--- config.mk ---
export PLATFORM = sky130hd
export DESIGN_NAME = pc_fetch_sequencer_flat
export DESIGN_NICKNAME = d
export VERILOG_FILES = /design/src/rtl/rv32_ctrl_pkg.sv /design/src/rtl/pc_fetch_sequencer_if.sv /design/src/rtl/fetch_timeout_counter.sv /design/src/rtl/pc_fetch_sequencer.sv /design/src/flat_wrapper.sv
export SDC_FILE = /design/constraint.sdc
export NUM_CORES = 1
export LEC_CHECK = 0
export CORE_ASPECT_RATIO = 1.1
export CORE_UTILIZATION = 44
export DETAILED_ROUTE_END_ITERATION = 12
export PLACE_DENSITY = 0.86
export SLEW_MARGIN = 40
export SYNTH_ARGS = -nofsm -noshare
export SYNTH_HDL_FRONTEND = slang
export SYNTH_SLANG_ARGS = --single-unit
--- constraint.sdc ---
create_clock -name clk -period 2.7 [get_ports clk]
set_input_delay 0.405 -clock clk [delete_from_list [all_inputs] [get_ports clk]]
set_output_delay 0.405 -clock clk [all_outputs]
set_load 0.03 [all_outputs]
--- src/rtl/rv32_ctrl_pkg.sv ---
// Shared definitions for the RV32 control slice: sequencer states, the EBREAK
// encoding and the default word width.
package rv32_ctrl_pkg;

   localparam int XLEN_DEF = 32;

   localparam logic [31:0] EBREAK = 32'h00100073;

   typedef enum logic [2:0] {
      ST_IDLE  = 3'd0,
      ST_FETCH = 3'd1,
      ST_EXEC  = 3'd2,
      ST_HALT  = 3'd3,
      ST_FAULT = 3'd4
   } seq_state_t;

endpackage

--- src/rtl/pc_fetch_sequencer_if.sv ---
// Fetch sequencer bus: instruction-memory handshake, datapath handshake,
// PC control strobes and status flags.
interface pc_fetch_sequencer_if
   import rv32_ctrl_pkg::*;
#(
   parameter int XLEN = XLEN_DEF
);

   logic            run;
   logic            imem_req;
   logic            imem_ready;
   logic [XLEN-1:0] imem_rdata;
   logic [XLEN-1:0] instr;
   logic            instr_valid;
   logic            stall;
   logic            branch_taken;
   logic            pc_load;
   logic            pc_src;
   logic            halted;
   logic            fault;

   modport master (
      input  run,
      input  imem_ready,
      input  imem_rdata,
      input  stall,
      input  branch_taken,
      output imem_req,
      output instr,
      output instr_valid,
      output pc_load,
      output pc_src,
      output halted,
      output fault
   );

   modport slave (
      output run,
      output imem_ready,
      output imem_rdata,
      output stall,
      output branch_taken,
      input  imem_req,
      input  instr,
      input  instr_valid,
      input  pc_load,
      input  pc_src,
      input  halted,
      input  fault
   );

endinterface

--- src/rtl/fetch_timeout_counter.sv ---
// Saturating wait counter for the fetch phase; expired flags TIMEOUT waited
// cycles so the sequencer can give up on a memory that never answers.
module fetch_timeout_counter #(
   parameter int TIMEOUT = 15
) (
   input  logic clk,
   input  logic Areset,
   input  logic clear,
   input  logic enable,
   output logic expired
);

   localparam int CW = (TIMEOUT < 1) ? 1 : $clog2(TIMEOUT + 1);
   localparam logic [CW-1:0] LIMIT = CW'(TIMEOUT);

   logic [CW-1:0] count;

   // Holds at LIMIT rather than wrapping so a stuck fetch can never look fresh.
   always_ff @(posedge clk or posedge Areset) begin
      if (Areset) begin
         count <= '0;
      end else if (clear) begin
         count <= '0;
      end else if (enable && (count != LIMIT)) begin
         count <= count + CW'(1);
      end
   end

   assign expired = (count == LIMIT);

endmodule

--- src/rtl/pc_fetch_sequencer.sv ---
// Multi-cycle fetch/execute controller: fetches an instruction, holds it while
// the datapath executes, and strobes the PC once per retired instruction.
//
// state    | meaning
// ---------+-----------------------------------------------------------
// ST_IDLE  | waiting for run
// ST_FETCH | imem_req high, waiting for imem_ready (bounded by TIMEOUT)
// ST_EXEC  | instr_valid high; pc_load pulses on the first non-stall cycle
// ST_HALT  | EBREAK fetched; only reset leaves
// ST_FAULT | fetch timed out; only reset leaves
module pc_fetch_sequencer
   import rv32_ctrl_pkg::*;
#(
   parameter int XLEN    = XLEN_DEF,
   parameter int TIMEOUT = 15
) (
   input logic                  clk,
   input logic                  Areset,
   pc_fetch_sequencer_if.master bus
);

   seq_state_t state;
   seq_state_t state_nxt;

   logic fetch_done;
   logic is_ebreak;
   logic tmo_expired;
   logic tmo_clear;
   logic tmo_enable;

   assign fetch_done = (state == ST_FETCH) && bus.imem_ready;
   assign is_ebreak  = (bus.imem_rdata == XLEN'(EBREAK));
   assign tmo_clear  = (state != ST_FETCH) || bus.imem_ready;
   assign tmo_enable = (state == ST_FETCH) && !bus.imem_ready;

   fetch_timeout_counter #(
      .TIMEOUT (TIMEOUT)
   ) u_timeout (
      .clk     (clk),
      .Areset  (Areset),
      .clear   (tmo_clear),
      .enable  (tmo_enable),
      .expired (tmo_expired)
   );

   always_ff @(posedge clk or posedge Areset) begin
      if (Areset) begin
         state <= ST_IDLE;
      end else begin
         state <= state_nxt;
      end
   end

   always_ff @(posedge clk or posedge Areset) begin
      if (Areset) begin
         bus.instr <= '0;
      end else if (fetch_done) begin
         bus.instr <= bus.imem_rdata;
      end
   end

   always_comb begin
      state_nxt       = state;
      bus.imem_req    = 1'b0;
      bus.instr_valid = 1'b0;
      bus.pc_load     = 1'b0;
      bus.pc_src      = 1'b0;
      bus.halted      = 1'b0;
      bus.fault       = 1'b0;

      case (state)
         ST_IDLE: begin
            if (bus.run) begin
               state_nxt = ST_FETCH;
            end
         end

         // A ready arriving on the expiry cycle still completes the fetch.
         ST_FETCH: begin
            bus.imem_req = 1'b1;
            if (bus.imem_ready) begin
               state_nxt = is_ebreak ? ST_HALT : ST_EXEC;
            end else if (tmo_expired) begin
               state_nxt = ST_FAULT;
            end
         end

         ST_EXEC: begin
            bus.instr_valid = 1'b1;
            if (!bus.stall) begin
               bus.pc_load = 1'b1;
               bus.pc_src  = bus.branch_taken;
               state_nxt   = bus.run ? ST_FETCH : ST_IDLE;
            end
         end

         ST_HALT: begin
            bus.halted = 1'b1;
         end

         ST_FAULT: begin
            bus.fault = 1'b1;
         end

         default: begin
            state_nxt = ST_IDLE;
         end
      endcase
   end

endmodule
--- src/flat_wrapper.sv ---
// flat-port wrapper written by rule: the top's interface ports become plain ports
module pc_fetch_sequencer_flat import rv32_ctrl_pkg::*;
#(
   parameter int XLEN    = XLEN_DEF,
   parameter int TIMEOUT = 15
)
  (clk, Areset, bus_run, bus_imem_ready, bus_imem_rdata, bus_stall, bus_branch_taken, bus_imem_req, bus_instr, bus_instr_valid, bus_pc_load, bus_pc_src, bus_halted, bus_fault);
  pc_fetch_sequencer_if #(.XLEN(XLEN)) bus_i ();
  input logic clk;
  input logic Areset;
  input wire logic [$bits(bus_i.run)-1:0] bus_run;
  input wire logic [$bits(bus_i.imem_ready)-1:0] bus_imem_ready;
  input wire logic [$bits(bus_i.imem_rdata)-1:0] bus_imem_rdata;
  input wire logic [$bits(bus_i.stall)-1:0] bus_stall;
  input wire logic [$bits(bus_i.branch_taken)-1:0] bus_branch_taken;
  output wire logic [$bits(bus_i.imem_req)-1:0] bus_imem_req;
  output wire logic [$bits(bus_i.instr)-1:0] bus_instr;
  output wire logic [$bits(bus_i.instr_valid)-1:0] bus_instr_valid;
  output wire logic [$bits(bus_i.pc_load)-1:0] bus_pc_load;
  output wire logic [$bits(bus_i.pc_src)-1:0] bus_pc_src;
  output wire logic [$bits(bus_i.halted)-1:0] bus_halted;
  output wire logic [$bits(bus_i.fault)-1:0] bus_fault;
  assign bus_i.run = bus_run;
  assign bus_i.imem_ready = bus_imem_ready;
  assign bus_i.imem_rdata = bus_imem_rdata;
  assign bus_i.stall = bus_stall;
  assign bus_i.branch_taken = bus_branch_taken;
  assign bus_imem_req = bus_i.imem_req;
  assign bus_instr = bus_i.instr;
  assign bus_instr_valid = bus_i.instr_valid;
  assign bus_pc_load = bus_i.pc_load;
  assign bus_pc_src = bus_i.pc_src;
  assign bus_halted = bus_i.halted;
  assign bus_fault = bus_i.fault;
  pc_fetch_sequencer #(.XLEN(XLEN), .TIMEOUT(TIMEOUT)) u_core (.clk(clk), .Areset(Areset), .bus(bus_i));
endmodule
==> impl_metrics.json <==
{
  "status": "complete, no violations",
  "slew_violations": 0,
  "holdWs_ps": 506.7,
  "synth.yosys.warnings": 0,
  "grt-ovfl-total": 0,
  "first_pass_grt_wire_length_mm": 5.871,
  "cts-resized-gates": 0,
  "achievable-frequency_mhz": 418.1,
  "area_growth_pct": 53.73,
  "layout_worst_path_cycle_share": 0.8858,
  "yosysTopAreaCell": "sky130_fd_sc_hd__dfrtp_1",
  "die_area_mm2": 0.004061,
  "worst_hold_stages": 1,
  "path_cells": "nor3b_1 > nor2b_1 > and2_1 > clkdlybuf4s50_1",
  "summed_instance_area_of_the_synthesized_netlist_mm2": 0.001677,
  "crit_path_top_delay_cell": "sky130_fd_sc_hd__clkdlybuf4s50_1",
  "io_pins": 76,
  "seq_area_frac_synth": 0.5821,
  "worst-r2r-cell-count": 3,
  "post_layout_nonfiller_instances": 250,
  "post_synth_num_cell_types": 31,
  "drv.max_cap_violation_count": 0,
  "wire_per_inst_um": 15.06,
  "final.setup.tns_ps": 0,
  "post_synth_most_frequent_cells": "39 x sky130_fd_sc_hd__dfrtp_1, 32 x sky130_fd_sc_hd__mux2_2, 5 x sky130_fd_sc_hd__nor2_1, 5 x sky130_fd_sc_hd__nor4_1",
  "worstPathArrival_ps": 1990,
  "postCtsSetupBuffers": 0,
  "timing.critical_path.to_type": "output port",
  "drc": 0,
  "tritoncts.num_buffers": 5,
  "criticalPathCategory": "flip-flop to output port",
  "fp.dieH_um": 66.74,
  "synthDominantCellAreaShare": 0.5821,
  "total_leakage_power_nw": 1.064,
  "sequential_cell_area_um2": 975.9,
  "grt_setup_unrepaired": "false",
  "floorplan.initialDensity": 0.4587,
  "via_per_inst": 5.024,
  "cts_hold_repair.buffers": 0,
  "syn_area_per_cell_um2": 14.09,
  "htreeDepth": 2,
  "final_wl_mm": 3.765,
  "fin_worst_skew_ps": 5.821,
  "min_path_type": "flip-flop to flip-flop",
  "worst_vdd_ir_uv": 661.5,
  "setup_violations": 0,
  "clkSinkCount": 39,
  "fp.dieW_um": 60.86,
  "r2r-start": "u_core.state[1]$_DFFE_PP0P_",
  "gp_routability_congestion": 0.7525,
  "cp.required_ps": 2300,
  "layout.nets": 238,
  "slew-limit-headroom": 0.6672,
  "clk_pin_slew_worst_paths_ps": 70,
  "clk_buf_depth": 2,
  "setup.worst_path.start_class": "flip-flop",
  "clock_tree_from_tritoncts": "yes",
  "cts_root_buffer": "sky130_fd_sc_hd__clkbuf_8",
  "clkLatencyLatePin_ps": 280,
  "placement_rows": 23,
  "detailedRoute.firstPassIterationCount": 4,
  "path_max_fanout": 9,
  "worst-slew-pin-transition_ps": 494.7,
  "powerDensity_mw_per_mm2": 1201,
  "layout-drive-gt1-share": 0.2200,
  "number_of_antenna_diodes": 0,
  "synth_flop_cell": "sky130_fd_sc_hd__dfrtp_1",
  "hold_endpoint": "u_core.bus.instr[18]$_DFFE_PP0P_",
  "antenna_found_initial": 0,
  "critical_path.reg2reg.endpoint": "u_core.bus.instr[11]$_DFFE_PP0P_",
  "critical_path.max_stage_delay_ps": 660,
  "post-place-cells": 242,
  "synth_area_leaders": "sky130_fd_sc_hd__dfrtp_1 58%, sky130_fd_sc_hd__mux2_2 21%, sky130_fd_sc_hd__nor4_1 1.9%, sky130_fd_sc_hd__buf_6 1.3%, sky130_fd_sc_hd__nor3b_1 1.3%",
  "layout.filler_cells": 272,
  "io_buffer_count": 75,
  "route.antenna.remaining_nets": 0,
  "grt_pass1_vias": 1299,
  "final-hold-violation-count": 0,
  "synthesis.instances": 119,
  "synthMostInstantiatedCell": "sky130_fd_sc_hd__dfrtp_1",
  "synth-edff-count": 0,
  "synth_async_sr_flop_share": 1.000,
  "maximum_number_of_pins_on_one_net_before_global_route_repair": 40,
  "multiInputGateArea_um2": 648.1,
  "finalWorstPathRequiredPeriod_ps": 2392,
  "detailed_place_hpwl_mm": 2.954,
  "ys_ff_latch": 39,
  "globalRouteTotalUtil": 0.2001,
  "synth.net_count": 158,
  "initial_drt_markers": 43,
  "hp-start": "u_core.bus.instr[18]$_DFFE_PP0P_",
  "detailroute.via_count": 1256,
  "placeableCoreArea_mm2": 0.003655,
  "ff2ff_setup_slack_ps": 1080
}
## layout make-up
| type | instances | area share |
|---|---|---|
| multi-input cells | 74 | 0.2515 |
| well taps | 50 | 0.02427 |
| clock buffers | 6 | 0.03204 |
| clock inverters | 2 | 0.01359 |
| repair buffers | 77 | 0.2971 |
| inverters | 2 | 0.002913 |
| flip-flops and latches | 39 | 0.3786 |
## registers in the layout, indices dropped and copies added, names as in the netlist
signal	flops
u_core.bus.instr	32
u_core.u_timeout.count	4
u_core.state	3
## how the worst max path moves through the flow
stage	cells after the start	startpoint	slack, ps	end
2_1_floorplan	3	u_core.state[1]$_DFFE_PP0P_	120	bus_pc_src
3_3_place_gp	4	bus_stall	530	bus_pc_src
3_5_place_dp	4	bus_stall	490	bus_pc_src
4_1_cts	4	u_core.state[1]$_DFFE_PP0P_	290	bus_pc_src
5_1_grt	4	u_core.state[1]$_DFFE_PP0P_	190	bus_pc_src
6_report	4	u_core.state[1]$_DFFE_PP0P_	310	bus_pc_src
## critical path: cells and delay by family, from the launching register on
kind | cells | cell delay (ps)
flip-flops | 1 | 450
buffers and inverters | 1 | 660
AND/OR/NAND/NOR | 3 | 590
## metrics by stage
stage	worst slack (ps)	util	cell area [µm²]	total power, W
floorplan	117.3	-	1677	0.001933
global placement	534.9	0.6731	2460	0.002571
detailed placement	487.7	0.6731	2460	0.002621
CTS	293.0	0.7052	2577	0.003122
global route	191.2	0.7052	2577	0.003252
finish	308.3	0.7052	2577	0.003097
## cells by family (layout without fill, tap and decap cells)
group | Yosys count | in the layout | share of synthesized area
muxes | 33 | 33 | 0.2209
DFF | 39 | 39 | 0.5821
buffers and inverters | 6 | 87 | 0.03134
and+or+nand+nor | 31 | 31 | 0.1179
AOI/OAI and AO/OA | 8 | 8 | 0.03507
xor gates and xnor gates | 1 | 1 | 0.005225
adders and majority gates | 1 | 1 | 0.007461
## cell usage in the layout, fill, tap and decap left out, types with 2 or more instances in the layout
cell type / n
sky130_fd_sc_hd__a31oi_1: 2
sky130_fd_sc_hd__nor4_1: 5
sky130_fd_sc_hd__inv_1: 2
sky130_fd_sc_hd__nand3_1: 2
sky130_fd_sc_hd__clkbuf_8: 6
sky130_fd_sc_hd__nand2_1: 2
sky130_fd_sc_hd__nor2_1: 5
sky130_fd_sc_hd__mux2_2: 32
sky130_fd_sc_hd__buf_4: 2
sky130_fd_sc_hd__nand4_1: 2
sky130_fd_sc_hd__nor3_1: 3
sky130_fd_sc_hd__dfrtp_1: 39
sky130_fd_sc_hd__clkdlybuf4s50_1: 75
sky130_fd_sc_hd__nor3b_1: 3
sky130_fd_sc_hd__nor4bb_1: 2
## metal layers
| layer | vias to the layer above | track usage | part of all wire |
|---|---|---|---|
| met5 | - | 0 | 0 |
| met3 | 7 | 0.07184 | 0.066 |
| met2 | 48 | 0.3159 | 0.52 |
| met4 | 0 | 0.07955 | 0.020 |
| met1 | 602 | 0.2468 | 0.39 |
| li1 | 599 | - | - |
## where the power goes
part	switching, W	internal (W)
sequential	0.000151	0.000845
clock	0.000196	0.000299
combinational	0.000841	0.000765
total	0.00119	0.00191
Power figures use the tool's default switching activity.
